**config.mk**
```make
export PLATFORM = sky130hd
export DESIGN_NAME = switch_debounce
export DESIGN_NICKNAME = d
export VERILOG_FILES = /design/src/rtl/switch_debounce.sv
export SDC_FILE = /design/constraint.sdc
export NUM_CORES = 1
export LEC_CHECK = 0
export BUFFER_PORTS_ARGS = -buffer_cell sky130_fd_sc_hd__buf_4
export CORE_MARGIN = 2
export CORE_UTILIZATION = 40
export CTS_CLUSTER_DIAMETER = 150
export DETAILED_ROUTE_END_ITERATION = 8
export HOLD_SLACK_MARGIN = 0.02
export PLACE_DENSITY_LB_ADDON = 0.25
export SYNTH_ARGS = -nofsm -noshare
export SYNTH_HDL_FRONTEND = slang
export SYNTH_SLANG_ARGS = --single-unit
```
**constraint.sdc**
```tcl
create_clock -name clk -period 3.4 [get_ports clk]
set_clock_uncertainty 0.15 [all_clocks]
set_input_delay 0.34 -clock clk [delete_from_list [all_inputs] [get_ports clk]]
set_output_delay 0.34 -clock clk [all_outputs]
set_load 0.005 [all_outputs]
```
**src/rtl/switch_debounce.sv**
```systemverilog
// -----------------------------------------------------------------------------
// switch_debounce
//
// Conditions the raw slide-switch bus before it reaches the seven-segment
// decoder. Each bit is synchronised through a SYNC_STAGES-deep flop chain.
// A per-bit stability counter then debounces it: a new level is accepted only
// after the synchronised bit has differed from the current stable value for
// DB_CYCLES consecutive clock edges. Alongside the clean value, the block
// emits one-cycle rise/fall strobes per bit and a global change strobe.
//
// Ports:
//   clk         in   1      system clock (100 MHz)
//   rst         in   1      synchronous reset, active-high
//   sw_raw      in   WIDTH  asynchronous raw switch pins
//   sw_stable   out  WIDTH  debounced switch value, registered
//   sw_rise     out  WIDTH  1-cycle pulse per bit on accepted 0->1
//   sw_fall     out  WIDTH  1-cycle pulse per bit on accepted 1->0
//   sw_changed  out  1      1-cycle pulse when any bit of sw_stable changes
//
// Parameters:
//   WIDTH        number of switch bits
//   SYNC_STAGES  synchroniser depth per bit (>= 2)
//   DB_CYCLES    consecutive stable cycles needed to accept a level (>= 1)
//   CNT_W        counter width; 2**CNT_W must exceed DB_CYCLES-1
// -----------------------------------------------------------------------------
module switch_debounce #(
  parameter int WIDTH       = 4,
  parameter int SYNC_STAGES = 2,
  parameter int DB_CYCLES   = 1000000,
  parameter int CNT_W       = 20
) (
  input  logic             clk,
  input  logic             rst,
  input  logic [WIDTH-1:0] sw_raw,
  output logic [WIDTH-1:0] sw_stable,
  output logic [WIDTH-1:0] sw_rise,
  output logic [WIDTH-1:0] sw_fall,
  output logic             sw_changed
);

  // Terminal count: the edge on which the counter sits here while the input
  // still differs is the edge that accepts the new level.
  localparam logic [CNT_W-1:0] CNT_MAX = CNT_W'(DB_CYCLES - 1);
  localparam logic [CNT_W-1:0] CNT_ONE = CNT_W'(1);

  logic [WIDTH-1:0] sync_q [SYNC_STAGES];
  logic [CNT_W-1:0] cnt_q  [WIDTH];
  logic [WIDTH-1:0] s;
  logic [WIDTH-1:0] differ;
  logic [WIDTH-1:0] hit;

  assign s      = sync_q[SYNC_STAGES-1];
  assign differ = s ^ sw_stable;

  // ---------------------------------------------------------------------------
  // Synchroniser chain. Stage 0 is the only flop that sees the asynchronous
  // pins; everything downstream uses the last stage.
  // ---------------------------------------------------------------------------
  // NOTE: sequential state is always assigned with <= so every flop samples
  // the pre-edge value of its neighbours, which is what makes a shift chain.
  always_ff @(posedge clk) begin
    if (rst) begin
      for (int j = 0; j < SYNC_STAGES; j++) begin
        sync_q[j] <= '0;
      end
    end else begin
      sync_q[0] <= sw_raw;
      for (int j = 1; j < SYNC_STAGES; j++) begin
        sync_q[j] <= sync_q[j-1];
      end
    end
  end

  // ---------------------------------------------------------------------------
  // Accept condition per bit: input still differs and the count is complete.
  // ---------------------------------------------------------------------------
  // NOTE: hit gets a full default before the loop so no path leaves a bit
  // unassigned, which would otherwise infer a latch.
  always_comb begin
    hit = '0;
    for (int i = 0; i < WIDTH; i++) begin
      hit[i] = differ[i] && (cnt_q[i] == CNT_MAX);
    end
  end

  // ---------------------------------------------------------------------------
  // Stability counters. Any cycle where the synchronised bit matches the
  // stable value throws the partial count away, so a bounce restarts from 0.
  // ---------------------------------------------------------------------------
  // NOTE: the counter array is a small register file, not RAM, and it is
  // cleared on reset so that a reset abandons any count in progress.
  always_ff @(posedge clk) begin
    if (rst) begin
      for (int i = 0; i < WIDTH; i++) begin
        cnt_q[i] <= '0;
      end
    end else begin
      for (int i = 0; i < WIDTH; i++) begin
        if (!differ[i] || hit[i]) begin
          cnt_q[i] <= '0;
        end else begin
          cnt_q[i] <= cnt_q[i] + CNT_ONE;
        end
      end
    end
  end

  // ---------------------------------------------------------------------------
  // Outputs. The strobes are registered on the same edge that updates
  // sw_stable, so a consumer sees the pulse and the new value together.
  // ---------------------------------------------------------------------------
  always_ff @(posedge clk) begin
    if (rst) begin
      sw_stable  <= '0;
      sw_rise    <= '0;
      sw_fall    <= '0;
      sw_changed <= 1'b0;
    end else begin
      sw_stable  <= (sw_stable & ~hit) | (s & hit);
      sw_rise    <= hit & s;
      sw_fall    <= hit & ~s;
      sw_changed <= |hit;
    end
  end

endmodule
```
==> results of run 1 <==
[placed cells by master, fill, tap and decap left out, types with 10 or more instances in the layout]
cell type	n
dfxtp_1	21
xor2_1	45
buf_4	19
nand3_1	35
nand2_1	30
and4_1	10
nor2_1	106
edfxtp_1	80
nor2b_1	10
conb_1	80
and3_1	12
nand4_1	17
xnor2_1	30
clkbuf_16	10
[flip-flops by register name (all words and copies together) (netlist names), named ones only]
name	count
cnt_q	80
sw_changed	1
sw_rise	4
sync_q	8
sw_fall	4
[per-stage QoR]
step / hold WS (ns) / worst slack, ns / instance area [um^2]
floorplan: 0.262 / 1.45 / 5310
global placement: 0.284 / 0.987 / 5570
detailed placement: 0.281 / 0.923 / 5570
CTS: 0.0521 / 0.922 / 5880
global route: 0.0691 / 0.720 / 5880
finish: 0.0589 / 0.993 / 5880
[cells in the mapped netlist, drive strengths merged (2+ instances only)]
master    n  area, um^2
nor2b    10        62.6
ha        4        50.1
nor4b     6        52.6
nand2b    2        12.5
buf       9        80.1
mux2i     3        30.0
nor3      8        40.0
or2       2        12.5
nor2    107         404
nor4      4        61.3
nand4    17         106
nand3    35         175
dfxtp    21         420
inv       8        30.0
nand2    30         113
o21ai     3        15.0
a21oi     2        10.0
and4     11        97.6
xor2     45         394
and3     14        90.1
nor3b     2        15.0
xnor2    30         263
clkbuf    2        8.75
edfxtp   80        2400
[per-layer routing]
metal / part of all wire / wire length, um / up-vias / track usage
met5: 0 / 0 / - / 0
met4: 0.014 / 116 / 0 / 0.0452
met3: 0.029 / 250 / 9 / 0.0392
met2: 0.46 / 3960 / 35 / 0.224
met1: 0.49 / 4240 / 1586 / 0.187
li1: - / - / 1739 / -
[cell type report]
| type | count | area, um^2 | area share |
|---|---|---|---|
| clock buffer | 14 | 295 | 0.0502 |
| multi-input combinational | 422 | 2370 | 0.403 |
| inverter | 8 | 30.0 | 0.00511 |
| clock inverter | 2 | 11.3 | 0.00192 |
| sequential | 101 | 2820 | 0.480 |
| timing repair buffer | 19 | 143 | 0.0243 |
| tap | 168 | 210 | 0.0358 |
[power breakdown]
| group | leakage [nW] | switching [mW] | internal, mW |
|---|---|---|---|
| Sequential | 0.996 | 0.0479 | 1.38 |
| Clock | 0.154 | 0.430 | 0.601 |
| Combinational | 0.991 | 0.0530 | 0.0388 |
[path summary, 6_finish.rpt]
kind | start | endpoint | slack [ns] | cells after the start
setup / recovery | cnt_q[0][0] | cnt_q[0][4] | 0.99 | 6
hold / removal | sw_raw[3] | sync_q[0][3] | 0.06 | 2
setup reg to reg | cnt_q[0][0] | cnt_q[0][4] | 0.99 | 6
hold reg to reg | sync_q[0][1] | sync_q[0][5] | 0.29 | 1
[kinds of logic after synthesis]
group                    after synthesis
AND/OR/NAND/NOR                      253
flip-flops                           101
XOR/XNOR                              75
buffers and inverters                 19
AO/OA/AOI/OAI                          7
adder cells (fa/ha/maj)                4
multiplexers                           3
other                                  1
==> flow_metrics.env, run 1 <==
export IMPL_syn_to_final_growth_pct=17.3
export IMPL_ys_types=42
export IMPL_cp_end_kind="flip-flop"
export IMPL_die_area_um2=13400
export IMPL_firstDrtPassIters=4
export IMPL_tritoncts="yes"
export IMPL_drt_wl_total_mm=8.57
export IMPL_critical_path_arrival_ns=2.32
export IMPL_hold_buffers=0
export IMPL_die_y_um=116
export IMPL_core_um2=12100
export IMPL_io_pins=19
export IMPL_via_per_inst=4.59
export IMPL_status="completed"
export IMPL_antenna_left=0
export IMPL_cts_resized_gates=0
export IMPL_synth_mux_area_frac=0.00599
export IMPL_ir_worst_vdd_uv=207
export IMPL_avgSynthCellArea_um2=10.8
export IMPL_grt_ovfl_total=0
export IMPL_layout_drive_gt1_share=0.0777
export IMPL_synth_fa_ha_area_frac=0.00999
export IMPL_via_count=3369
export IMPL_grt_pass1_vias=3198
export IMPL_period_share=0.708
export IMPL_min_delay_path_class="primary input to flip-flop"
export IMPL_grt_max_degree=21
export IMPL_nets=571
export IMPL_finalSetupViolations=0
export IMPL_drv_cap=0
export IMPL_power_mw=2.55
export IMPL_fin_setup_tns_ns=0
export IMPL_nFillCells=1134
export IMPL_slowest_stage="nand2b_1"
export IMPL_dieWidth_um=116
export IMPL_clk_pin_slew_ns=0.06
export IMPL_first_iter_violations=195
export IMPL_dp_hpwl_mm=6.11
export IMPL_synth_warnings=0
export IMPL_utilization=0.485
export IMPL_p_leak_nw=2.14
export IMPL_io_buffers=18
export IMPL_antennaDiodeCount=0
export IMPL_ys_seq_area_frac=0.563
export IMPL_path_max_fanout=20
export IMPL_crit_required_ns=3.31
export IMPL_grt_pass1_wl_mm=14.8
export IMPL_start_util=0.414
export IMPL_stdcell_count=734
export IMPL_crit_buf_inv=1
export IMPL_cts_max_level=3
export IMPL_finalHoldViolations=0
export IMPL_wire_per_inst_um=11.7
export IMPL_cp_cell_sequence="ha_1 > inv_1 > nor2_2 > and4_1 > nand2b_1 > nor2_1"
export IMPL_cpPeakStageDelay_ns=0.62
export IMPL_synth_compound_area_share=0.00824
export IMPL_drc=0
export IMPL_synth_edff_count=80
export IMPL_final_max_slew_viol_count=0
export IMPL_fin_crit_ns=2.41
export IMPL_cts_root_buffer="clkbuf_16"
export IMPL_clock_latency_ns=0.34
export IMPL_worst_slew_pin_slew_ns=0.748
export IMPL_max_clock_freq_mhz=415
export IMPL_postSynthCellCount=463
export IMPL_num_rows=40
export IMPL_numCtsBuffers=9
export IMPL_cts_num_sinks=101
export IMPL_power_per_cell_area_nw_per_um2=434
export IMPL_cts_path_max_buffers=2
export IMPL_crit_path_start_kind="flip-flop"
export IMPL_dpl_cell_count=718
export IMPL_synth_area_um2=5010
export IMPL_grt_total_usage=0.141
export IMPL_synth_simple_area_share=0.257
export IMPL_synthArstFlopShare=0
export IMPL_antenna_found_initial=0
export IMPL_rsz0062_at_grt="no"
export IMPL_relSlewSlack=0.501
export IMPL_synth_flop_cell="edfxtp_1"
export IMPL_postCtsSetupBuffers=0
export IMPL_synthXorXnorAreaFrac=0.131
export IMPL_yosys_register_bits=101
export IMPL_path_class="flip-flop to flip-flop"
export IMPL_crit_family="simple AND/OR/NAND/NOR gates"
export IMPL_routabilityCongestion=0.782
export IMPL_synth_top_family_by_area="simple AND/OR/NAND/NOR gates"
Power figures use the tool's default switching activity.
==> run 2: changes to the inputs <==
Clock period 3.4 ns to 2.1 ns, I/O delays scaled along.
==> flow_metrics.env, run 2 (synthesis results as in run 1) <==
export IMPL_num_rows=40
export IMPL_antenna_found_initial=0
export IMPL_die_y_um=116
export IMPL_dp_slack_ns=0.126
export IMPL_via_count=3474
export IMPL_finalHoldViolations=0
export IMPL_grt_ovfl_total=0
export IMPL_cts_path_max_buffers=2
export IMPL_die_area_um2=13400
export IMPL_numCtsBuffers=9
export IMPL_max_clock_freq_mhz=504
export IMPL_period_share=0.944
export IMPL_antenna_left=0
export IMPL_final_cell_mix="nor2_1, edfxtp_1, conb_1, xor2_1"
export IMPL_status="completed"
export IMPL_core_um2=12100
export IMPL_largest_register="cnt_q"
export IMPL_path_class="flip-flop to flip-flop"
export IMPL_crit_required_ns=2.05
export IMPL_clock_latency_ns=0.34
export IMPL_cts_root_buffer="clkbuf_16"
export IMPL_top_regs="cnt_q: 80 flops, sync_q: 8 flops"
export IMPL_drc=0
export IMPL_crit_path_start_kind="flip-flop"
export IMPL_postCtsSetupBuffers=0
export IMPL_grt_max_degree=21
export IMPL_drt_wl_total_mm=8.75
export IMPL_dieWidth_um=116
export IMPL_firstDrtPassIters=4
export IMPL_setup_ws_ns=0.117
export IMPL_syn_to_final_growth_pct=21.0
export IMPL_power_per_cell_area_nw_per_um2=662
export IMPL_min_delay_path_class="primary input to flip-flop"
export IMPL_grt_total_usage=0.143
export IMPL_fin_setup_tns_ns=0
export IMPL_nets=593
export IMPL_drv_cap=0
export IMPL_dp_hpwl_mm=6.24
export IMPL_layout_drive_gt1_share=0.109
export IMPL_tritoncts="yes"
export IMPL_first_iter_violations=131
export IMPL_largest_register_ffs=80
export IMPL_critical_path_arrival_ns=1.93
export IMPL_clk_pin_slew_ns=0.06
export IMPL_io_buffers=18
export IMPL_final_common_cell="nor2_1"
export IMPL_routabilityCongestion=0.812
export IMPL_power_mw=4.02
export IMPL_via_per_inst=4.60
export IMPL_nFillCells=1143
export IMPL_finalSetupViolations=0
export IMPL_io_pins=19
export IMPL_start_util=0.414
export IMPL_grt_pass1_wl_mm=15.1
export IMPL_rsz0062_at_grt="no"
export IMPL_cts_num_sinks=101
export IMPL_wire_per_inst_um=11.6
export IMPL_fin_hold_ws_ns=0.0609
export IMPL_final_max_slew_viol_count=0
export IMPL_ir_worst_vdd_uv=390
export IMPL_cp_end_kind="flip-flop"
export IMPL_fin_crit_ns=1.98
export IMPL_antennaDiodeCount=0
export IMPL_grt_pass1_vias=3295
export IMPL_path_max_fanout=20
export IMPL_p_leak_nw=2.24
export IMPL_cts_max_level=3
-- run 2: cell count changes in the layout (fill, tap and decap cells not counted), moves of 2 or more --
cell,delta
buf_12,+2
buf_4,+15
clkinv_2,+2
dlygate4sd3_1,+4
clkbuf_8,-2
-- run 2: metrics by stage --
step,util,instance area [um^2],instances
detailed placement,0.473,5730,736
global route,0.501,6060,756
floorplan,-,5310,542
finish,0.501,6060,756
CTS,0.499,6040,756
global placement,0.473,5730,736
-- run 2: cell type report --
type / count / area, um^2 / share of cell area
multi-input combinational: 422 / 2380 / 0.393
clock inverter: 4 / 23.8 / 0.00392
clock buffer: 12 / 246 / 0.0407
inverter: 8 / 30.0 / 0.00495
tap: 168 / 210 / 0.0347
sequential: 101 / 2820 / 0.466
timing repair buffer: 41 / 347 / 0.0572
-- run 2: path summary, 6_finish.rpt --
| kind | slack (ns) | depth (start not counted) | endpoint | startpoint |
|---|---|---|---|---|
| worst max register to register | 0.12 | 5 | cnt_q[0][2] | cnt_q[0][12] |
| worst min-delay path | 0.06 | 2 | flip-flop | rst |
| worst min register to register | 0.29 | 1 | sync_q[0][4] | sync_q[0][0] |
| worst max-delay path | 0.12 | 5 | cnt_q[0][2] | cnt_q[0][12] |
-- run 2: report_power, final --
group	total, mW	leakage (nW)	switching (mW)	internal [mW]
logic	0.176	1.11	0.0956	0.0801
registers	2.30	0.996	0.0732	2.23
clock network	1.54	0.136	0.704	0.833
-- run 2: per-layer routing --
layer,part of all wire,track usage,up-vias
li1,-,-,1778
met1,0.49,0.191,1646
met2,0.47,0.226,36
met3,0.020,0.0267,14
met4,0.020,0.0690,0
met5,0,0,-
-- run 2: worst max-delay path, cell delays in order (launching register included) --
cell and delay [ns]:
edfxtp_1 0.42, nor4b_1 0.44, and4_1 0.32, nand2b_1 0.17, buf_12 0.16, nor2_1 0.06
-- run 2: what timing repair did --
item                       CTS  global route
hold endpoints to repair     4             0
hold buffers                 4             0
resized for setup            0             4
setup endpoints to repair    0            34
==> run 3: changes to the inputs <==
Settings changed: CELL_PAD_IN_SITES_DETAIL_PLACEMENT from default to 1, CELL_PAD_IN_SITES_GLOBAL_PLACEMENT from default to 2, CORE_UTILIZATION 40 to 37, PLACE_DENSITY from default to 0.8, PLACE_DENSITY_LB_ADDON 0.25 to default.
==> flow_metrics.env, run 3 (synthesis results as in run 1) <==
export IMPL_sw_frac_of_total=0.221
export IMPL_critical_path_arrival_ns=1.91
export IMPL_drt_wl_total_mm=10.7
export IMPL_ir_worst_vdd_uv=370
export IMPL_numCtsBuffers=9
export IMPL_antenna_left=0
export IMPL_power_per_cell_area_nw_per_um2=680
export IMPL_syn_to_final_growth_pct=22.9
export IMPL_min_delay_path_class="primary input to flip-flop"
export IMPL_path_class="flip-flop to flip-flop"
export IMPL_dieWidth_um=120
export IMPL_cts_path_max_buffers=2
export IMPL_cts_root_buffer="clkbuf_16"
export IMPL_power_mw=4.19
export IMPL_fin_setup_tns_ns=0
export IMPL_die_area_um2=14500
export IMPL_wire_per_inst_um=13.9
export IMPL_largest_register_ffs=80
export IMPL_finalHoldViolations=0
export IMPL_largest_register="cnt_q"
export IMPL_cp_end_kind="flip-flop"
export IMPL_cts_num_sinks=101
export IMPL_die_y_um=120
export IMPL_antennaDiodeCount=0
export IMPL_gr_usage_met1=0.197
export IMPL_cp_cell_sequence="nor4b_1 > nand2_1 > nor4_4 > or2b_2 > buf_12 > nor2_1"
export IMPL_layout_drive_gt1_share=0.123
export IMPL_num_rows=42
export IMPL_max_clock_freq_mhz=511
export IMPL_pwr_share_comb=0.046
export IMPL_top_regs="cnt_q: 80 flops, sync_q: 8 flops"
export IMPL_final_max_slew_viol_count=0
export IMPL_crit_family="simple AND/OR/NAND/NOR gates"
export IMPL_via_count=3547
export IMPL_slowest_stage="edfxtp_1"
export IMPL_cts_max_level=3
export IMPL_grt_total_usage=0.160
export IMPL_drc=0
export IMPL_postCtsSetupBuffers=0
export IMPL_first_iter_violations=178
export IMPL_clk_pin_slew_ns=0.07
export IMPL_start_util=0.378
export IMPL_grt_pass1_vias=3759
export IMPL_io_buffers=18
export IMPL_clkPwrFrac=0.405
export IMPL_fin_crit_ns=1.96
export IMPL_power_internal_mw=3.26
export IMPL_final_common_cell="nor2_1"
export IMPL_p_leak_nw=2.29
export IMPL_grt_max_degree=21
export IMPL_status="completed"
export IMPL_clock_latency_ns=0.35
export IMPL_grt_pass1_wl_mm=18.2
export IMPL_path_max_fanout=20
export IMPL_crit_required_ns=2.06
export IMPL_grt_ovfl_total=0
export IMPL_cpPeakStageDelay_ns=0.45
export IMPL_utilization=0.465
export IMPL_grt_util_met3=0.0307
export IMPL_tritoncts="yes"
export IMPL_crit_buf_inv=1
export IMPL_period_share=0.932
export IMPL_antenna_found_initial=0
export IMPL_seqPwrFrac=0.549
export IMPL_routabilityCongestion=0.770
export IMPL_drv_cap=0
export IMPL_final_cell_mix="nor2_1, edfxtp_1, conb_1, xor2_1, buf_4"
export IMPL_dp_hpwl_mm=7.98
export IMPL_nets=600
export IMPL_use_met2=0.278
export IMPL_finalSetupViolations=0
export IMPL_crit_path_start_kind="flip-flop"
export IMPL_grt_busiest_layer="met2"
export IMPL_io_pins=19
export IMPL_via_per_inst=4.60
export IMPL_p_switching_uw=927
export IMPL_firstDrtPassIters=4
export IMPL_fin_hold_ws_ns=0.0375
export IMPL_nFillCells=1511
export IMPL_core_um2=13200
run 3: changes by cell type in the layout (fill, tap and decap cells not counted), sizes merged:
| cell | previous run | this run |
|---|---|---|
| buf | 37 | 44 |
| clkinv | 4 | 3 |
| clkinvlp | 0 | 1 |
| clkbuf | 12 | 11 |
| bufinv | 0 | 1 |
run 3: final cells by class:
type                            instances  area, um^2  share of cell area
Clock inverter                          5        50.0             0.00813
Clock buffer                           11         243              0.0394
Sequential cell                       101        2820               0.458
Multi-Input combinational cell        422        2400               0.389
Inverter                                8        30.0             0.00488
Timing Repair Buffer                   48         395              0.0642
Tap cell                              176         220              0.0358
run 3: worst reg2reg max path: stages, from the launching register on:
cell and delay (ns):
edfxtp_1 0.45, nor4b_1 0.39, nand2_1 0.16, nor4_4 0.17, or2b_2 0.18, buf_12 0.15, nor2_1 0.07
run 3: worst paths after layout:
| kind | from | end | slack (ns) | cells after the start |
|---|---|---|---|---|
| max reg2reg | cnt_q[1][10] | cnt_q[1][9] | 0.14 | 6 |
| min | rst | flip-flop | 0.04 | 2 |
| max | cnt_q[1][10] | cnt_q[1][9] | 0.14 | 6 |
| min reg2reg | sync_q[0][3] | sync_q[0][7] | 0.29 | 1 |
run 3: power groups by stage:
| stage | Sequential (mW) | Combinational [mW] | Clock (mW) |
|---|---|---|---|
| global route | 2.31 | 0.221 | 1.81 |
| finish | 2.30 | 0.192 | 1.70 |
| floorplan | 2.33 | 0.126 | 0 |
| CTS | 2.30 | 0.186 | 1.73 |
| global placement | 2.34 | 0.173 | 0 |
| detailed placement | 2.35 | 0.178 | 0 |
run 3: stage by stage:
step | worst slack, ns | instances | cell area, um^2
after floorplan | 0.152 | 542 | 5310
final | 0.143 | 771 | 6160
after detailed placement | 0.00166 | 751 | 5790
after global routing | -0.00633 | 771 | 6160
after CTS | 0.0536 | 771 | 6130
after global placement | 0.112 | 751 | 5790
run 3: timing repair:
action	in CTS	in global routing
gates resized for setup	1	6
pin swaps	0	1
hold buffers	4	0
hold endpoints to repair	4	0
setup endpoints to repair	19	38
run 3: layer usage:
layer / share of wire / vias up / routed length, um
met5: 0 / - / 0
met4: 0.018 / 0 / 191
met3: 0.018 / 15 / 191
met2: 0.50 / 25 / 5390
met1: 0.46 / 1716 / 4950
li1: - / 1791 / -
